### src/rtl/bp_be_fe_cmd_gen_pkg.sv
// Shared types for the backend-to-frontend command generator: resolve
// classification, frontend branch metadata layout and attaboy queue entry.
package bp_be_fe_cmd_gen_pkg;

    localparam int vaddr_width_gp              = 39;
    localparam int branch_metadata_fwd_width_gp = 16;

    typedef enum logic [1:0] {
        e_none,
        e_attaboy,
        e_redir_br,
        e_redir_nonbr
    } bp_be_resolve_e;

    // Metadata the frontend attaches to each fetched instruction.
    typedef struct packed {
        logic [11:0] bht_idx;
        logic        src_btb;
        logic        is_jalr;
        logic        is_jal;
        logic        is_br;
    } bp_fe_branch_metadata_fwd_s;

    typedef struct packed {
        logic [vaddr_width_gp-1:0]  pc;
        bp_fe_branch_metadata_fwd_s md;
        logic                       taken;
        logic                       ntaken;
    } bp_be_attaboy_entry_s;

    function automatic bp_be_resolve_e resolve_decode(
        input logic mispred,
        input logic ctl
    );
        bp_be_resolve_e kind;
        unique case ({mispred, ctl})
            2'b11:   kind = e_redir_br;
            2'b10:   kind = e_redir_nonbr;
            2'b01:   kind = e_attaboy;
            default: kind = e_none;
        endcase
        return kind;
    endfunction

endpackage

### src/rtl/bp_be_fe_cmd_gen_attaboy.sv
// Attaboy FIFO: holds correct-prediction training records until the
// frontend yumis them. Ports: enq_v_i/enq_data_i in, full_o, deq_v_o/deq_data_o/deq_yumi_i out-handshake.
module bp_be_fe_cmd_gen_attaboy
    import bp_be_fe_cmd_gen_pkg::*;
#(
    parameter int els_p = 4
) (
    input  logic                 clk_i,
    input  logic                 reset_n_i,
    input  logic                 enq_v_i,
    input  bp_be_attaboy_entry_s enq_data_i,
    output logic                 full_o,
    output logic                 deq_v_o,
    output bp_be_attaboy_entry_s deq_data_o,
    input  logic                 deq_yumi_i
);

    localparam int ptr_w = $clog2(els_p);
    localparam int cnt_w = $clog2(els_p + 1);

    bp_be_attaboy_entry_s r_mem [els_p];
    logic [ptr_w-1:0]     r_wptr;
    logic [ptr_w-1:0]     r_rptr;
    logic [cnt_w-1:0]     r_count;
    logic                 w_deq;

    assign full_o     = (r_count == cnt_w'(els_p));
    assign deq_v_o    = (r_count != '0);
    assign w_deq      = deq_yumi_i & deq_v_o;
    assign deq_data_o = r_mem[r_rptr];

    always_ff @(posedge clk_i) begin
        if (enq_v_i) r_mem[r_wptr] <= enq_data_i;
    end

    // Power-of-two depth lets the pointers wrap by natural overflow.
    always_ff @(posedge clk_i or negedge reset_n_i) begin
        if (!reset_n_i) begin
            r_wptr  <= '0;
            r_rptr  <= '0;
            r_count <= '0;
        end else begin
            if (enq_v_i) r_wptr <= r_wptr + ptr_w'(1);
            if (w_deq)   r_rptr <= r_rptr + ptr_w'(1);
            unique case ({enq_v_i, w_deq})
                2'b10:   r_count <= r_count + cnt_w'(1);
                2'b01:   r_count <= r_count - cnt_w'(1);
                default: r_count <= r_count;
            endcase
        end
    end

    a_yumi_needs_valid: assert property (
        @(posedge clk_i) disable iff (!reset_n_i) deq_yumi_i |-> deq_v_o
    );

endmodule

### src/rtl/bp_be_fe_cmd_gen.sv
// Turns resolved control flow and traps into one-cycle frontend redirects
// or queued attaboys. Ports: resolve_* in (v/ready), trap_* in, redirect_* out, attaboy_* out (v/yumi), perf counters out.
module bp_be_fe_cmd_gen
    import bp_be_fe_cmd_gen_pkg::*;
#(
    parameter int attaboy_els_p = 4,
    parameter int perf_width_p  = 32
) (
    input  logic                                    clk_i,
    input  logic                                    reset_n_i,
    input  logic                                    resolve_v_i,
    output logic                                    resolve_ready_o,
    input  logic [vaddr_width_gp-1:0]               resolve_pc_i,
    input  logic [vaddr_width_gp-1:0]               resolve_npc_i,
    input  logic [vaddr_width_gp-1:0]               resolve_pred_npc_i,
    input  logic                                    resolve_taken_i,
    input  logic [branch_metadata_fwd_width_gp-1:0] resolve_br_metadata_fwd_i,
    input  logic                                    trap_v_i,
    input  logic [vaddr_width_gp-1:0]               trap_pc_i,
    output logic                                    redirect_v_o,
    output logic [vaddr_width_gp-1:0]               redirect_pc_o,
    output logic                                    redirect_br_v_o,
    output logic                                    redirect_taken_o,
    output logic                                    redirect_ntaken_o,
    output logic                                    redirect_nonbr_o,
    output logic [branch_metadata_fwd_width_gp-1:0] redirect_br_metadata_fwd_o,
    output logic                                    attaboy_v_o,
    output logic [vaddr_width_gp-1:0]               attaboy_pc_o,
    output logic [branch_metadata_fwd_width_gp-1:0] attaboy_br_metadata_fwd_o,
    output logic                                    attaboy_taken_o,
    output logic                                    attaboy_ntaken_o,
    input  logic                                    attaboy_yumi_i,
    output logic [perf_width_p-1:0]                 mispredict_cnt_o,
    output logic [perf_width_p-1:0]                 attaboy_cnt_o
);

    localparam logic [perf_width_p-1:0] lp_one = perf_width_p'(1);

    bp_fe_branch_metadata_fwd_s w_md;
    bp_be_resolve_e             w_kind;
    bp_be_attaboy_entry_s       w_enq_data;
    bp_be_attaboy_entry_s       w_head;
    logic w_mispred, w_ctl, w_full, w_accept;
    logic w_enq, w_redir, w_taken, w_ntaken;
    logic w_unused_pc;

    // The resolved pc is only carried for tracing; nothing here needs it.
    assign w_unused_pc = ^resolve_pc_i;

    assign w_md      = resolve_br_metadata_fwd_i;
    assign w_mispred = (resolve_npc_i != resolve_pred_npc_i);
    assign w_ctl     = w_md.is_br | w_md.is_jal | w_md.is_jalr;
    assign w_kind    = resolve_decode(w_mispred, w_ctl);
    assign w_taken   = w_md.is_br ? resolve_taken_i : 1'b1;
    assign w_ntaken  = w_md.is_br & ~resolve_taken_i;

    assign resolve_ready_o = ~w_full;

    // A trap wins: a same-cycle resolve is handshaken away but has no effect.
    assign w_accept = resolve_v_i & ~w_full & ~trap_v_i;
    assign w_enq    = w_accept & (w_kind == e_attaboy);
    assign w_redir  = w_accept & ((w_kind == e_redir_br)
                                | (w_kind == e_redir_nonbr));

    assign w_enq_data = '{pc:     resolve_npc_i,
                          md:     w_md,
                          taken:  w_taken,
                          ntaken: w_ntaken};

    bp_be_fe_cmd_gen_attaboy #(.els_p(attaboy_els_p)) u_queue (
        .clk_i      (clk_i),
        .reset_n_i  (reset_n_i),
        .enq_v_i    (w_enq),
        .enq_data_i (w_enq_data),
        .full_o     (w_full),
        .deq_v_o    (attaboy_v_o),
        .deq_data_o (w_head),
        .deq_yumi_i (attaboy_yumi_i)
    );

    assign attaboy_pc_o              = w_head.pc;
    assign attaboy_br_metadata_fwd_o = w_head.md;
    assign attaboy_taken_o           = w_head.taken;
    assign attaboy_ntaken_o          = w_head.ntaken;

    always_ff @(posedge clk_i or negedge reset_n_i) begin
        if (!reset_n_i) begin
            redirect_v_o               <= 1'b0;
            redirect_pc_o              <= '0;
            redirect_br_v_o            <= 1'b0;
            redirect_taken_o           <= 1'b0;
            redirect_ntaken_o          <= 1'b0;
            redirect_nonbr_o           <= 1'b0;
            redirect_br_metadata_fwd_o <= '0;
        end else begin
            redirect_v_o               <= trap_v_i | w_redir;
            redirect_pc_o              <= '0;
            redirect_br_v_o            <= 1'b0;
            redirect_taken_o           <= 1'b0;
            redirect_ntaken_o          <= 1'b0;
            redirect_nonbr_o           <= 1'b0;
            redirect_br_metadata_fwd_o <= '0;
            if (trap_v_i) begin
                redirect_pc_o <= trap_pc_i;
            end else if (w_redir) begin
                redirect_pc_o              <= resolve_npc_i;
                redirect_br_v_o            <= 1'b1;
                redirect_br_metadata_fwd_o <= w_md;
                if (w_kind == e_redir_nonbr) begin
                    redirect_nonbr_o <= 1'b1;
                end else begin
                    redirect_taken_o  <= w_taken;
                    redirect_ntaken_o <= w_ntaken;
                end
            end
        end
    end

    always_ff @(posedge clk_i or negedge reset_n_i) begin
        if (!reset_n_i) begin
            mispredict_cnt_o <= '0;
            attaboy_cnt_o    <= '0;
        end else begin
            if (w_redir && (mispredict_cnt_o != '1))
                mispredict_cnt_o <= mispredict_cnt_o + lp_one;
            if (w_enq && (attaboy_cnt_o != '1))
                attaboy_cnt_o <= attaboy_cnt_o + lp_one;
        end
    end

endmodule

### config.mk
export PLATFORM = sky130hd
export DESIGN_NAME = bp_be_fe_cmd_gen
export DESIGN_NICKNAME = d
export VERILOG_FILES = /design/src/rtl/bp_be_fe_cmd_gen_pkg.sv /design/src/rtl/bp_be_fe_cmd_gen_attaboy.sv /design/src/rtl/bp_be_fe_cmd_gen.sv
export SDC_FILE = /design/constraint.sdc
export NUM_CORES = 1
export LEC_CHECK = 0
export CAP_MARGIN = 20
export CORE_AREA = 8 8 202 223
export DETAILED_ROUTE_END_ITERATION = 8
export DIE_AREA = 0 0 210 231
export PLACE_DENSITY = 0.64
export SLEW_MARGIN = 10
export SYNTH_ARGS = -nofsm -noshare
export SYNTH_HDL_FRONTEND = slang
export SYNTH_SLANG_ARGS = --single-unit
### constraint.sdc
create_clock -name clk_i -period 3.8 [get_ports clk_i]
set_input_delay 1.14 -clock clk_i [delete_from_list [all_inputs] [get_ports clk_i]]
set_output_delay 1.14 -clock clk_i [all_outputs]
set_load 0.02 [all_outputs]
==> results of run 1 <==
[cells by family after synthesis]
family | share of synthesized area, %
xor+xnor | 6.523
fa+ha+maj | 0.7560
mux | 9.379
buf+inv | 1.319
flops | 71.13
compound gates | 2.558
simple gates | 8.334
[layer usage]
layer	wire, microns	share of wire [%]	vias to the layer above	track usage (%)
li1	-	-	3976	-
met1	15820	40	4450	19.54
met2	19340	50	265	26.92
met3	3313	8.5	43	5.624
met4	561	1.4	6	3.372
met5	40	0.10	-	0
[layout make-up]
type / instances / share of cell area (%)
Clock buffer: 60 / 5.506
Clock inverter: 12 / 0.7346
Inverter: 13 / 0.2407
Multi-Input combinational cell: 415 / 19.51
Sequential cell: 359 / 49.98
Tap cell: 560 / 3.457
Timing Repair Buffer: 414 / 20.57
[flip-flops by register name, summed over array words and instances (netlist names)]
| name | flops |
|---|---|
| u_queue.r_mem | 228 |
| redirect_pc_o | 39 |
| attaboy_cnt_o | 32 |
| mispredict_cnt_o | 32 |
| redirect_br_metadata_fwd_o | 16 |
| u_queue.r_count | 3 |
| u_queue.r_rptr | 2 |
| u_queue.r_wptr | 2 |
| redirect_br_v_o | 1 |
| redirect_nonbr_o | 1 |
| redirect_ntaken_o | 1 |
| redirect_taken_o | 1 |
| redirect_v_o | 1 |
[cells in the final DEF, fill, tap and decap left out, types with 6 or more instances in the layout]
cell type        count
clkdlybuf4s50_1    319
edfxtp_1           228
dfrtp_1            129
xnor2_1             75
buf_4               72
mux4_2              57
clkbuf_16           40
a22o_1              39
nand3_1             33
nand2_1             32
xor2_1              31
nand4_1             25
nor2_1              24
buf_12              21
and2_1              19
clkbuf_1            16
inv_1               13
and3_1              12
nor3_1               9
nor3_2               8
ha_1                 7
and4_1               6
[metrics by stage]
stage	util (%)	setup slack (ps)	hold WS [ps]	TNS (ps)	total power, mW
after floorplan	-	384.8	477.6	0	6.091
after global placement	46.24	-460.7	484.5	-95870	7.654
after detailed placement	46.24	-476.9	490.6	-107030	7.677
after CTS	49.32	64.99	496.9	0	11.46
after global routing	49.33	79.65	514.2	0	11.74
final	49.33	223.6	493.6	0	11.25
[worst max-delay path, delay by kind of cell, from the launching register on]
kind | cells | cell delay (ps)
buffers and inverters | 2 | 920
DFF | 1 | 440
muxes | 1 | 550
[Yosys cell counts (3+ instances only)]
| cell | number |
|---|---|
| edfxtp_1 | 228 |
| dfrtp_1 | 131 |
| xnor2_1 | 75 |
| mux4_2 | 57 |
| a22o_1 | 39 |
| nand3_1 | 33 |
| nand2_1 | 32 |
| xor2_1 | 31 |
| nand4_1 | 25 |
| nor2_1 | 25 |
| and2_1 | 21 |
| clkbuf_1 | 15 |
| and3_1 | 14 |
| inv_1 | 13 |
| nor3_1 | 10 |
| buf_2 | 9 |
| ha_1 | 7 |
| nor3_2 | 7 |
| and4_1 | 6 |
| buf_1 | 5 |
| nor4_1 | 5 |
| nor4_4 | 3 |
[power by group]
group          total [mW]  internal, mW  switching, mW
sequential           4.38          4.29         0.0908
clock                3.73          2.24           1.49
combinational        3.14          1.59           1.56
total                11.2          8.11           3.14
[path summary, 6_finish.rpt]
kind / to / depth (start not counted)
setup / recovery: attaboy_pc_o[4] / 3
hold / removal: mispredict_cnt_o[14] / 1
hold reg to reg: mispredict_cnt_o[14] / 1
max in group asynchronous: redirect_br_metadata_fwd_o[2] / 2
min in group asynchronous: attaboy_cnt_o[5] / 1
setup reg to reg: u_queue.r_mem[3][49] / 6
==> flow_metrics.tcl, run 1 <==
set metrics [dict create \
    start_kind "flop" \
    ys_seq_area_share_pct 71.13 \
    multiInputGateArea_sq_um 3955 \
    yosysWarningCount 0 \
    cts_sinks 359 \
    rr_startpoint "u_queue.r_count[0]" \
    track_usage_pct 15.94 \
    power.leakage_nw 7.442 \
    synth_ff_type "edfxtp_1" \
    vias 8740 \
    maxCapViolations 0 \
    cts-root-buf "clkbuf_16" \
    worst-slew-pin-transition_ps 600.7 \
    remaining_drc_errors 0 \
    synth_edf_count 228 \
    first_global_vias 9451 \
    antenna_found_initial 3 \
    initialDrtViolationCount 367 \
    ir_drop_v 0.0002846 \
    period_needed_ps 3576 \
    ys_seq_elements 359 \
    maxSlewViolCount 0 \
    synth_area_sq_um 14230 \
    hold_violations 0 \
    die_w_microns 210 \
    die-area_sq_um 48510 \
    firstDrtPassIters 4 \
    die_y_microns 231 \
    async_reset_ff_share_pct 36.49 \
    rsz0062_at_grt "no" \
    syn_inst 818 \
    syn_to_final_growth_pct 42.40 \
    final_cells 1833 \
    num_antenna_cells 0 \
    io_buffers 321 \
    grt_start_max_net_pins 57 \
    grt_first_pass_wirelength_mm 59.46 \
    dp_hpwl_mm 27.78 \
    crit_path_end_kind "output port" \
    outcome "completed" \
    hold_path.startpoint "mispredict_cnt_o[14]" \
    nets 1429 \
    numCtsBuffers 40 \
    fp-row-count 78 \
    crit_chain "buf_12 -> mux4_2 -> clkdlybuf4s50_1" \
    htree_num_levels 2 \
    synth_area_leaders "edfxtp_1 48%, dfrtp_1 23%, mux4_2 9.0%, xnor2_1 4.6%, a22o_1 2.4%" \
    yosysTopAreaCell "edfxtp_1" \
    path_class "flop to output port" \
    drive_gt1_share_pct 18.62 \
    r2r_setup_slack_ps 1510 \
    worstPathArrival_ps 2440 \
    finalSetupViolCount 0 \
    yosys.area.top_type_share_pct 48.10 \
    core-area_sq_um 41090 \
    clk_pin_slew_worst_paths_ps 60 \
    syn_nets 1004 \
    clk-insertion-delay-late_ps 530 \
    wl_mm 39.07 \
    overflow 0 \
    postCtsResizedCells 0 \
    required_ps 2660 \
    syn_area_per_cell_sq_um 17.40 \
    dpl_cell_area_sq_um 19000 \
    routedWlPerCell_microns 21.32 \
    vias_per_cell 4.768 \
    period_share_pct 94.12 \
    clock_skew_ps 15.22 \
    post-cts-setup-buffers 0 \
    cp_slowest_cell "clkdlybuf4s50_1" \
    worstSetupStartpoint "u_queue.r_rptr[0]" \
    cts_hold_buf 0 \
    num-fill-cells 3525 \
    fmax_mhz 279.6 \
    regArea_sq_um 10130 \
    initial_core_util_pct 34.64 \
    clock_path_buffers 3 \
    pin_count 361 \
    power_density_nw_per_um2 555.0 \
    synth_cell_type_count 46 \
    dp_cells 1761 \
    worst_path_largest_cell_delay_ps 610 \
    hp-class "flop to flop" \
    ant_nets 0 \
    worstPathMaxFanout 34 \
    cts_tree "yes" \
    max-slew-margin-rel_pct 59.86 \
    fin_area_sq_um 20270 \
    gp_congestion 0.8346 \
]
(Power assumes the default switching activity.)
==> run 2, diff against run 1 <==
- ABC_AREA: unset -> 1
- CORE_AREA: 8 8 202 223 -> 8 8 213 235
- CTS_CLUSTER_DIAMETER: unset -> 200
- DIE_AREA: 0 0 210 231 -> 0 0 221 243
- PLACE_DENSITY: 0.64 -> 0.63
- SETUP_SLACK_MARGIN: unset -> 0.3
==> flow_metrics.tcl, run 2 <==
set metrics [dict create \
    path_class "flop to output port" \
    yosysWarningCount 0 \
    pin_count 361 \
    yosysTopAreaCell "edfxtp_1" \
    cp_slowest_cell "dfrtp_4" \
    ys_seq_elements 359 \
    syn_to_final_growth_pct 37.60 \
    power.leakage_nw 9.182 \
    mostFrequentLayoutCells "399 x nand2_1, 262 x clkdlybuf4s50_1, 228 x edfxtp_1, 223 x nor2_1, 151 x o21ai_0" \
    ant_nets 0 \
    outcome "completed" \
    period_share_pct 88.47 \
    synth_edf_count 228 \
    cpLargestDelayFamily "buffers and inverters" \
    syn_nets 1797 \
    initial_core_util_pct 34.48 \
    power_density_nw_per_um2 555.8 \
    comb_power_share_pct 31.9 \
    syn_inst 1611 \
    core-area_sq_um 46210 \
    fin_area_sq_um 21930 \
    gp_congestion 0.9082 \
    num_antenna_cells 0 \
    intPower_mw 8.107 \
    max-slew-margin-rel_pct 41.98 \
    initialDrtViolationCount 810 \
    p_clk_share_pct 32.2 \
    crit_path_end_kind "output port" \
    track_usage_pct 17.69 \
    post-cts-setup-buffers 0 \
    overflow 0 \
    die-area_sq_um 53700 \
    period_needed_ps 3362 \
    async_reset_ff_share_pct 36.49 \
    drive_gt1_share_pct 8.713 \
    switching_share_pct 33.48 \
    synthTopCellsByCount "400 x nand2_1, 228 x edfxtp_1, 227 x nor2_1" \
    synth_ff_type "edfxtp_1" \
    dpl_cell_area_sq_um 20510 \
    vias_per_cell 4.914 \
    dp_hpwl_mm 34.63 \
    mostFrequentLayoutCell "nand2_1" \
    remaining_drc_errors 0 \
    hold_violations 0 \
    die_w_microns 221 \
    numCtsBuffers 40 \
    synth_area_sq_um 15930 \
    clk_pin_slew_worst_paths_ps 60 \
    ir_drop_v 0.0003532 \
    worst_path_largest_cell_delay_ps 500 \
    maxSlewViolCount 0 \
    cts_tree "yes" \
    io_buffers 321 \
    grt_first_pass_wirelength_mm 75.07 \
    maxCapViolations 0 \
    antenna_found_initial 2 \
    crit_chain "clkinv_2 -> buf_16 -> o21ai_0 -> o22ai_1 -> dlymetal6s2s_1" \
    p_seq_share_pct 35.8 \
    clock_skew_ps 20.19 \
    ys_seq_area_share_pct 63.54 \
    syn_area_per_cell_sq_um 9.891 \
    cts_hold_buf 0 \
    die_y_microns 243 \
    vias 12851 \
    start_kind "flop" \
    nets 2174 \
    grt_start_max_net_pins 117 \
    finalSetupViolCount 0 \
    clock_path_buffers 3 \
    clk-insertion-delay-late_ps 550 \
    cp_num_buf_inv 3 \
    fmax_mhz 297.4 \
    p_sw_mw 4.080 \
    worst-slew-pin-transition_ps 870.3 \
    cts-root-buf "clkbuf_16" \
    synth_area_leaders "edfxtp_1 43%, dfrtp_1 21%, nand2_1 9.4%, nor2_1 5.3%, o21ai_0 4.7%" \
    firstDrtPassIters 5 \
    synth_cell_type_count 33 \
    worstPathMaxFanout 60 \
    worstPathArrival_ps 2220 \
    hp-class "flop to flop" \
    fp-row-count 83 \
    htree_num_levels 2 \
    largest_reg_flops 228 \
    first_global_vias 12793 \
    yosys.area.top_type_share_pct 42.97 \
    yosysMostFrequentCell "nand2_1" \
    rsz0062_at_grt "no" \
    wl_mm 49.38 \
    routedWlPerCell_microns 18.88 \
    cts_sinks 359 \
    dp_slack_ps -55.96 \
    required_ps 2660 \
    setup_ws_ps 438.0 \
    num-fill-cells 4257 \
    largest_register "u_queue.r_mem" \
    reg_top3 "u_queue.r_mem (228), redirect_pc_o (39)" \
]
## run 2: power by group through the flow
stage	clock network [mW]	registers (mW)	logic (mW)
after global placement	0	4.43	4.05
final	3.93	4.36	3.89
after global routing	4.19	4.37	4.21
after detailed placement	0	4.44	4.11
after CTS	4.05	4.36	4.02
after floorplan	0	4.52	1.92
## run 2: logic make-up after synthesis
logic type | Yosys count | synth area share [%]
compound gates | 209 | 7.012
buf+inv | 214 | 5.363
flops | 359 | 63.54
fa+ha+maj | 8 | 0.6753
simple gates | 767 | 20.44
xor+xnor | 54 | 2.968
## run 2: final timing paths
check	start	end	slack, ps	cells after the start
worst max-delay path	u_queue.r_rptr[0]	attaboy_pc_o[37]	440	5
worst min-delay path	attaboy_cnt_o[28]	attaboy_cnt_o[28]	510	2
min in group asynchronous	reset_n_i	mispredict_cnt_o[1]	680	1
worst min register to register	attaboy_cnt_o[28]	attaboy_cnt_o[28]	510	2
worst max register to register	u_queue.r_count[0]	u_queue.r_count[2]	1260	11
max in group asynchronous	reset_n_i	redirect_pc_o[33]	2290	2
## run 2: what timing repair did
action | CTS | global route
gates resized for setup | 23 | 51
endpoints found under the setup margin | 57 | 40
gates cloned | 0 | 0
## run 2: through the flow
| step | hold slack (ps) | TNS [ps] | util (%) | total power, mW | std cells |
|---|---|---|---|---|---|
| after floorplan | 468.8 | -58700 | - | 6.442 | 1611 |
| after global placement | 484.8 | 0 | 44.37 | 8.486 | 2541 |
| after detailed placement | 490.8 | -62.25 | 44.37 | 8.550 | 2541 |
| after CTS | 508.6 | 0 | 47.24 | 12.43 | 2615 |
| after global routing | 524.3 | 0 | 47.45 | 12.78 | 2615 |
| final | 505.9 | 0 | 47.45 | 12.19 | 2615 |
## run 2: cell type report
type	instances	area, sq um	area share (%)
flip-flops and latches	359	10130	46.20
inverters	144	544.3	2.482
well taps	595	744.5	3.395
clock buffers	53	1112	5.073
clock inverters	21	232.7	1.061
repair buffers	405	4175	19.04
multi-input cells	1038	4987	22.75
## run 2: worst reg2reg max path, cell delays in order, from the launching register on
cell and delay, ps:
dfrtp_1 410, nor3_1 510, nor2_4 40, nand2_1 160
inv_1 80, nand2_1 170, ha_1 190, inv_1 70
fa_1 380, a21oi_1 140, o21ai_0 110, xor2_1 160
## run 2: routing by layer
layer / part of all wire, % / up-vias / GRT usage, %
li1: - / 6180 / -
met1: 43 / 6186 / 22.12
met2: 47 / 400 / 29.25
met3: 7.1 / 81 / 5.174
met4: 2.7 / 4 / 5.557
met5: 0.047 / - / 0
